===== config.mk =====
export PLATFORM = sky130hd
export DESIGN_NAME = fft_sdf_stage
export DESIGN_NICKNAME = d
export VERILOG_FILES = /design/src/rtl/fft_sdf_stage.sv
export SDC_FILE = /design/constraint.sdc
export NUM_CORES = 1
export LEC_CHECK = 0
export CORE_ASPECT_RATIO = 1.4
export CORE_MARGIN = 4
export CORE_UTILIZATION = 36
export CTS_BUF_LIST = sky130_fd_sc_hd__clkbuf_4 sky130_fd_sc_hd__clkbuf_8
export DETAILED_ROUTE_END_ITERATION = 12
export GPL_TIMING_DRIVEN = 0
export PLACE_DENSITY_LB_ADDON = 0.25
export SYNTH_ARGS = -nofsm -noshare
export SYNTH_HDL_FRONTEND = slang
export SYNTH_SLANG_ARGS = --single-unit
export TNS_END_PERCENT = 1

===== constraint.sdc =====
create_clock -name clk -period 7.9 [get_ports clk]
set_input_delay 2.37 -clock clk [delete_from_list [all_inputs] [get_ports clk]]
set_output_delay 2.37 -clock clk [all_outputs]
set_load 0.02 [all_outputs]

===== src/rtl/fft_sdf_stage.sv =====
// Radix-2 DIF single-path delay-feedback FFT stage: butterfly, circular buffer,
// twiddle rotation of drained differences, rounding, saturation and inverse mode.
module fft_sdf_stage #(
  parameter int IN_W      = 8,
  parameter int OUT_W     = IN_W + 1,
  parameter int TW_W      = 10,
  parameter int DEPTH     = 16,
  parameter int TW_STRIDE = 1,
  parameter int AW        = $clog2((DEPTH * TW_STRIDE > 2) ? DEPTH * TW_STRIDE : 2)
) (
  input  logic             clk,
  input  logic             rst_n,
  input  logic             valid_i,
  input  logic             inverse_i,
  input  logic [IN_W-1:0]  data_in_r,
  input  logic [IN_W-1:0]  data_in_i,
  output logic [AW-1:0]    tw_addr,
  input  logic [TW_W-1:0]  tw_r,
  input  logic [TW_W-1:0]  tw_i,
  output logic             valid_o,
  output logic [OUT_W-1:0] data_out_r,
  output logic [OUT_W-1:0] data_out_i,
  output logic             ovf_o
);

  localparam int CW    = $clog2(2 * DEPTH);
  localparam int PTRW  = (DEPTH > 1) ? $clog2(DEPTH) : 1;
  localparam int BUF_N = 2 ** PTRW;
  localparam int DW    = $clog2(DEPTH + 1);
  localparam int PW    = OUT_W + TW_W + 3;
  localparam logic [CW-1:0]          CNT_LAST  = CW'(2 * DEPTH - 1);
  localparam logic [PTRW-1:0]        PTR_LAST  = PTRW'(DEPTH - 1);
  localparam logic [DW-1:0]          DIFF_FULL = DW'(DEPTH);
  localparam logic signed [PW-1:0]   RND       = PW'(2 ** (TW_W - 3));
  localparam logic signed [PW-1:0]   SAT_MAX   = PW'(2 ** (OUT_W - 1) - 1);
  localparam logic signed [PW-1:0]   SAT_MIN   = ~SAT_MAX;

  // Clamp to the output range; MSB of the result flags a clip.
  function automatic logic [OUT_W:0] sat_f(input logic signed [PW-1:0] v);
    logic [OUT_W:0] r;
    if (v > SAT_MAX)      r = {1'b1, SAT_MAX[OUT_W-1:0]};
    else if (v < SAT_MIN) r = {1'b1, SAT_MIN[OUT_W-1:0]};
    else                  r = {1'b0, v[OUT_W-1:0]};
    return r;
  endfunction

  logic [CW-1:0]   cnt_q, cnt_d;
  logic [PTRW-1:0] wr_ptr_q, wr_ptr_d, rd_ptr_q, rd_ptr_d;
  logic [DW-1:0]   diff_cnt_q, diff_cnt_d;
  logic            inv_blk_q, inv_blk_d, inv_drn_q, inv_drn_d;
  logic [OUT_W-1:0] buf_r_q [BUF_N];
  logic [OUT_W-1:0] buf_i_q [BUF_N];
  logic            m_vld_q, m_vld_d, m_rot_q, m_rot_d, m_inv_q, m_inv_d;
  logic signed [OUT_W-1:0] m_a_r_q, m_a_r_d, m_a_i_q, m_a_i_d;
  logic            valid_q, valid_d, ovf_q, ovf_d;
  logic [OUT_W-1:0] out_r_q, out_r_d, out_i_q, out_i_d;

  logic in_b_s, drain_s, pop_s, last_s;
  logic signed [OUT_W-1:0] x_r_s, x_i_s, h_r_s, h_i_s, push_r_s, push_i_s;
  logic [31:0] k_s;
  logic [AW-1:0] tw_addr_s;
  logic signed [PW-1:0] ar_s, ai_s, tr_s, ti_s, pr_s, pi_s;
  logic [OUT_W:0] sat_r_s, sat_i_s;

  // Event stage: framing, buffer pointers, butterfly and twiddle addressing.
  always_comb begin
    in_b_s   = valid_i & cnt_q[CW-1];
    drain_s  = (diff_cnt_q != {DW{1'b0}}) & ~in_b_s;
    pop_s    = in_b_s | drain_s;
    last_s   = in_b_s & (cnt_q == CNT_LAST);
    x_r_s    = OUT_W'($signed(data_in_r));
    x_i_s    = OUT_W'($signed(data_in_i));
    h_r_s    = buf_r_q[rd_ptr_q];
    h_i_s    = buf_i_q[rd_ptr_q];
    push_r_s = x_r_s;
    push_i_s = x_i_s;
    m_a_r_d  = h_r_s;
    m_a_i_d  = h_i_s;
    if (in_b_s) begin
      push_r_s = h_r_s - x_r_s;
      push_i_s = h_i_s - x_i_s;
      m_a_r_d  = h_r_s + x_r_s;
      m_a_i_d  = h_i_s + x_i_s;
    end else begin
      push_r_s = x_r_s;
      push_i_s = x_i_s;
    end
    m_vld_d = pop_s;
    m_rot_d = drain_s;
    m_inv_d = inv_drn_q;

    cnt_d    = valid_i ? cnt_q + 1'b1 : cnt_q;
    wr_ptr_d = wr_ptr_q;
    if (valid_i) wr_ptr_d = (wr_ptr_q == PTR_LAST) ? {PTRW{1'b0}} : wr_ptr_q + 1'b1;
    else         wr_ptr_d = wr_ptr_q;
    rd_ptr_d = rd_ptr_q;
    if (pop_s) rd_ptr_d = (rd_ptr_q == PTR_LAST) ? {PTRW{1'b0}} : rd_ptr_q + 1'b1;
    else       rd_ptr_d = rd_ptr_q;

    if (last_s)       diff_cnt_d = DIFF_FULL;
    else if (drain_s) diff_cnt_d = diff_cnt_q - 1'b1;
    else              diff_cnt_d = diff_cnt_q;

    // Drain keeps its own copy so the next block may latch a new mode mid-drain.
    inv_blk_d = (valid_i && cnt_q == {CW{1'b0}}) ? inverse_i : inv_blk_q;
    inv_drn_d = last_s ? inv_blk_q : inv_drn_q;

    k_s       = 32'(DEPTH) - 32'(diff_cnt_q);
    tw_addr_s = drain_s ? AW'(k_s * 32'(TW_STRIDE)) : {AW{1'b0}};
  end

  // Multiply stage: complex rotation, rounding, saturation and output hold.
  always_comb begin
    ar_s    = PW'(m_a_r_q);
    ai_s    = PW'(m_a_i_q);
    tr_s    = PW'($signed(tw_r));
    ti_s    = m_inv_q ? -PW'($signed(tw_i)) : PW'($signed(tw_i));
    pr_s    = (ar_s * tr_s - ai_s * ti_s + RND) >>> (TW_W - 2);
    pi_s    = (ar_s * ti_s + ai_s * tr_s + RND) >>> (TW_W - 2);
    sat_r_s = sat_f(pr_s);
    sat_i_s = sat_f(pi_s);
    valid_d = m_vld_q;
    out_r_d = out_r_q;
    out_i_d = out_i_q;
    ovf_d   = ovf_q;
    if (m_vld_q && m_rot_q) begin
      out_r_d = sat_r_s[OUT_W-1:0];
      out_i_d = sat_i_s[OUT_W-1:0];
      ovf_d   = ovf_q | sat_r_s[OUT_W] | sat_i_s[OUT_W];
    end else if (m_vld_q) begin
      out_r_d = m_a_r_q;
      out_i_d = m_a_i_q;
    end else begin
      out_r_d = out_r_q;
      out_i_d = out_i_q;
    end
  end

  // Control and pipeline registers.
  always_ff @(posedge clk or negedge rst_n) begin
    if (!rst_n) begin
      cnt_q      <= {CW{1'b0}};
      wr_ptr_q   <= {PTRW{1'b0}};
      rd_ptr_q   <= {PTRW{1'b0}};
      diff_cnt_q <= {DW{1'b0}};
      inv_blk_q  <= 1'b0;
      inv_drn_q  <= 1'b0;
      m_vld_q    <= 1'b0;
      m_rot_q    <= 1'b0;
      m_inv_q    <= 1'b0;
      m_a_r_q    <= {OUT_W{1'b0}};
      m_a_i_q    <= {OUT_W{1'b0}};
      valid_q    <= 1'b0;
      ovf_q      <= 1'b0;
      out_r_q    <= {OUT_W{1'b0}};
      out_i_q    <= {OUT_W{1'b0}};
    end else begin
      cnt_q      <= cnt_d;
      wr_ptr_q   <= wr_ptr_d;
      rd_ptr_q   <= rd_ptr_d;
      diff_cnt_q <= diff_cnt_d;
      inv_blk_q  <= inv_blk_d;
      inv_drn_q  <= inv_drn_d;
      m_vld_q    <= m_vld_d;
      m_rot_q    <= m_rot_d;
      m_inv_q    <= m_inv_d;
      m_a_r_q    <= m_a_r_d;
      m_a_i_q    <= m_a_i_d;
      valid_q    <= valid_d;
      ovf_q      <= ovf_d;
      out_r_q    <= out_r_d;
      out_i_q    <= out_i_d;
    end
  end

  // Delay-line storage; the read above sees the old entry on a same-slot write.
  always_ff @(posedge clk) begin
    if (valid_i) begin
      buf_r_q[wr_ptr_q] <= push_r_s;
      buf_i_q[wr_ptr_q] <= push_i_s;
    end
  end

  assign tw_addr    = tw_addr_s;
  assign valid_o    = valid_q;
  assign data_out_r = out_r_q;
  assign data_out_i = out_i_q;
  assign ovf_o      = ovf_q;

endmodule


==> implementation parameters, run 1 <==
Parameter                              Value

Status
  Status    finished with violations
  Violations in the final reports    negative setup slack

Synthesis
  Number of flops mapped to enable cells by yosys    288
  Post-synthesis cell count    2737
  Synth Area in Adders    36.6%
  Dominant combinational cell family by area after synthesis    adder cells
  Share of the synthesized area in the top cell type    28.6%
  Complex-gate fraction of the synthesized area    4.26%
  Number of synthesis warnings    0
  Yosys top cell by area    sky130_fd_sc_hd__fa_1
  Top FF cell, synth    sky130_fd_sc_hd__edfxtp_1
  Cell types with the largest area share after synthesis    sky130_fd_sc_hd__fa_1, sky130_fd_sc_hd__edfxtp_1, sky130_fd_sc_hd__ha_1, sky130_fd_sc_hd__mux4_2, sky130_fd_sc_hd__inv_1
  Async set or reset register ratio after synthesis    17.5%
  Multiplexer share of the synthesized area    6.66%
  Post-Synthesis Net Count    3444
  Proportion of synthesized chip area in sequential cells    31.5%
  Netlist area before placement    32300 sq um
  Xor and xnor area share after synthesis    3.06%
  Commonest cells in the netlist    sky130_fd_sc_hd__inv_1, sky130_fd_sc_hd__fa_1, sky130_fd_sc_hd__edfxtp_1
  Cell variety after synth    75
  Count leader, synth    sky130_fd_sc_hd__inv_1
  Area fraction in and, or, nand and nor cells after synthesis    10.1%
  Per-instance average area after synthesis    11.8 sq um
  Post-synthesis sequential element count    349

Critical path
  Kind of critical path    in -> reg
  Most frequent CP cell    sky130_fd_sc_hd__fa_1
  Crit path max-delay cell type    sky130_fd_sc_hd__fa_1
  Reg2reg start    m_a_r_q[4]$_DFF_PN0_
  Largest stage delay, worst path    0.58 ns
  Crit start category    input port
  Arrival time of data at the critical path endpoint    9.76 ns
  Required time worst endpoint    8.45 ns
  R2R depth    26
  Endpoint type of the worst setup path    register
  Launching instance or port of the critical path    tw_i[2]
  Worst-path maximum fanout    6

Route
  Remaining DRCs    0
  Vias after detailed routing    20900
  Via density    5.03
  Violation count after the first detailed-routing iteration    1226
  WL final    92700 um
  Drt first pass iters    6
  Drt wl/cell    22.3 um
  Antenna viol nets, final    0

Placement
  Port Buffers    56
  Routability cong.    0.885
  Placed standard-cell area    34900 sq um
  Dpl hpwl    70700 um

Clock tree
  Count of H-tree levels built during CTS    2
  Post-CTS Hold Buffers    0
  Sink Count    349
  Clk root buf    sky130_fd_sc_hd__clkbuf_8
  TritonCTS clock tree    done
  Clock Pin Slew Worst Setup and Hold Paths    0.07 ns
  Maximum number of buffers from clock root to sink    3
  Cts bufs inserted    58
  Clock latency of the later-clocked register in the worst-skew pair    0.70 ns

Timing
  Worst Hold Margin    0.377 ns
  Part of the cycle the worst path needs    117%
  Unrepaired setup endpoints after global routing    yes
  Final setup margin    -1.31 ns
  Transition time at the pin with the least slew margin    1.21 ns
  Final Hold Violating Endpoints    0
  Final slew viol count    0
  Final Critical Period    9.21 ns
  Final setup vio count    19
  Worst clock skew on the final layout    0.0398 ns
  Max Fclk    0.109 GHz
  Relative slew slack    19.0%

Global route
  Wire length of the first global-routing pass    141000 um
  Overflow after GRT    0
  Vias in the first global route    22900
  Combined global-route utilization of all metal layers    20.1%
  Pin count of the biggest net entering global routing    62
  Number of antenna violations at the first check in global routing    2

Floorplanning
  Chip width    261 um
  Row Count    129
  Core area    88600 sq um
  DIE AREA    94500 sq um
  Starting utilization of the core area    36.4%
  Overall die height    362 um
  I/O pin count    64

Finish
  Fraction of final layout cells sized beyond drive strength 1    14.6%
  Total non-filler cell area in the finished layout    37200 sq um
  Net count, final    3627
  # fillers    8444
  Sequential cell area    10200 sq um
  Area taken by multi-input logic gates    20400 sq um
  Layout overhead on the synthesized area    15.4%

Flow run
  Number of maximum-capacitance violations    0

Worst hold path
  Start point of the worst hold path    inv_drn_q$_DFFE_PN0P_
  Hold Path Depth    0
  Worst hold path class    reg -> reg
## kinds of logic (layout without fill, tap and decap cells)
kind of cell,count (synthesis),in the layout
xor+xnor,108,109
compound gates,199,199
flops,349,349
simple gates,657,657
other cells,0,2
fa+ha+maj,667,667
buf+inv,656,887
mux,101,101
## per-stage QoR
stage | setup TNS (ns) | worst slack [ns] | cells | utilization, %
2_1_floorplan | -26.90 | -1.58 | 2737 | -
3_3_place_gp | -69.20 | -4.03 | 3972 | 38.7
3_5_place_dp | -70.47 | -4.05 | 4001 | 39.4
4_1_cts | -25.74 | -1.46 | 4138 | 41.6
5_1_grt | -26.27 | -1.45 | 4150 | 42.0
6_report | -23.38 | -1.31 | 4150 | 42.0
## flip-flops by register name (all words and copies together), names as in the netlist
register,cells
buf_i_q,144
buf_r_q,144
cnt_q,5
data_out_i,9
data_out_r,9
diff_cnt_q,5
inv_blk_q,1
inv_drn_q,1
m_a_i_q,9
m_a_r_q,9
m_inv_q,1
m_rot_q,1
m_vld_q,1
ovf_o,1
rd_ptr_q,4
valid_o,1
wr_ptr_q,4
## path summary, 6_finish.rpt
| kind | to | slack, ns |
|---|---|---|
| max in group asynchronous | m_a_i_q[2]$_DFF_PN0_ | 5.89 |
| worst max register to register | data_out_r[1]$_DFFE_PN0P_ | -0.48 |
| worst min register to register | m_inv_q$_DFF_PN0_ | 0.38 |
| min in group asynchronous | data_out_i[1]$_DFFE_PN0P_ | 1.68 |
| worst min-delay path | m_inv_q$_DFF_PN0_ | 0.38 |
| worst max-delay path | data_out_r[0]$_DFFE_PN0P_ | -1.31 |
## layout make-up
type	count	share of cell area, %
multi-input cells	1733	54.8
flip-flops and latches	349	27.3
inverters	532	5.38
well taps	1179	3.96
repair buffers	124	3.62
clock buffers	74	2.48
plain buffers	122	1.68
clock inverters	35	0.740
diodes	2	0.0134
## layer usage
metal	routed length, um	global-route usage (%)	up-vias
li1	-	-	9117
met1	32800	23.1	10800
met2	49000	36.9	680
met3	5530	2.96	221
met4	5390	9.18	2
met5	7	0	-
## timing repair
action | in CTS | in global routing
setup endpoints to repair | 19 | 19
buffers inserted | 28 | 11
resized for setup | 147 | 75
gates cloned | 1 | 0
pin swaps | 37 | 57
## cells in the final DEF (no fill, tap or decap), drive strengths merged, types with 4 or more instances in the layout
master         netlist  routed
xnor2               89      90
a21oi               49      49
nor4                 4       4
nand2b              31      31
clkinv               0      26
and2               178     178
or2                  4       4
xor2                18      18
buf                 18     100
a21o                18      18
ha                 206     206
o2bb2ai              9       9
nor3                12      12
nand3               12      12
clkbuf             106     176
clkdlybuf4s50        0      42
or4                  4       4
o21bai              13      13
nor2b               46      46
nor2               101     101
inv                532     535
o21ai               58      58
dfrtp               61      61
edfxtp             288     288
o21a                 6       6
fa                 461     461
o31ai                7       7
a41o                 4       4
nand4                6       6
a221oi               6       6
nand2              247     247
mux4                90      90
a31oi                6       6
mux2                 8       8
## worst max-delay path: cells and delay by family
family	cells	cell delay [ns]
adders and majority gates	8	3.51
and+or+nand+nor	6	1.41
AOI/OAI and AO/OA	6	1.05
buffers and inverters	6	0.89
muxes	1	0.34
xor gates and xnor gates	1	0.16
Power of run 1 is left out: the tool's default activity adds up to more than one toggle a clock period on the data nets, which glitch-free logic cannot reach.
==> run 2: changes to the inputs <==
--- a/config.mk
+++ b/config.mk
@@ -12,6 +12,7 @@
 export DETAILED_ROUTE_END_ITERATION = 12
 export GPL_TIMING_DRIVEN = 0
 export PLACE_DENSITY_LB_ADDON = 0.25
+export SETUP_SLACK_MARGIN = 0.02
 export SYNTH_ARGS = -nofsm -noshare
 export SYNTH_HDL_FRONTEND = slang
 export SYNTH_SLANG_ARGS = --single-unit
==> constraint.sdc (replaced) <==
create_clock -name clk -period 7.9 [get_ports clk]
set_input_delay 1.975 -clock clk [delete_from_list [all_inputs] [get_ports clk]]
set_output_delay 1.975 -clock clk [all_outputs]
set_load 0.02 [all_outputs]
==> results of run 2 <==
The final DEF is identical to that of run 1. Status: finished with violations: negative setup slack.
Among the figures that moved: setup slack after placement -4.05 ns -> -3.66 ns; setup slack after layout -1.31 ns -> -0.916 ns; setup TNS -23.38 ns -> -15.87 ns
Power of run 2 is left out for the same reason.
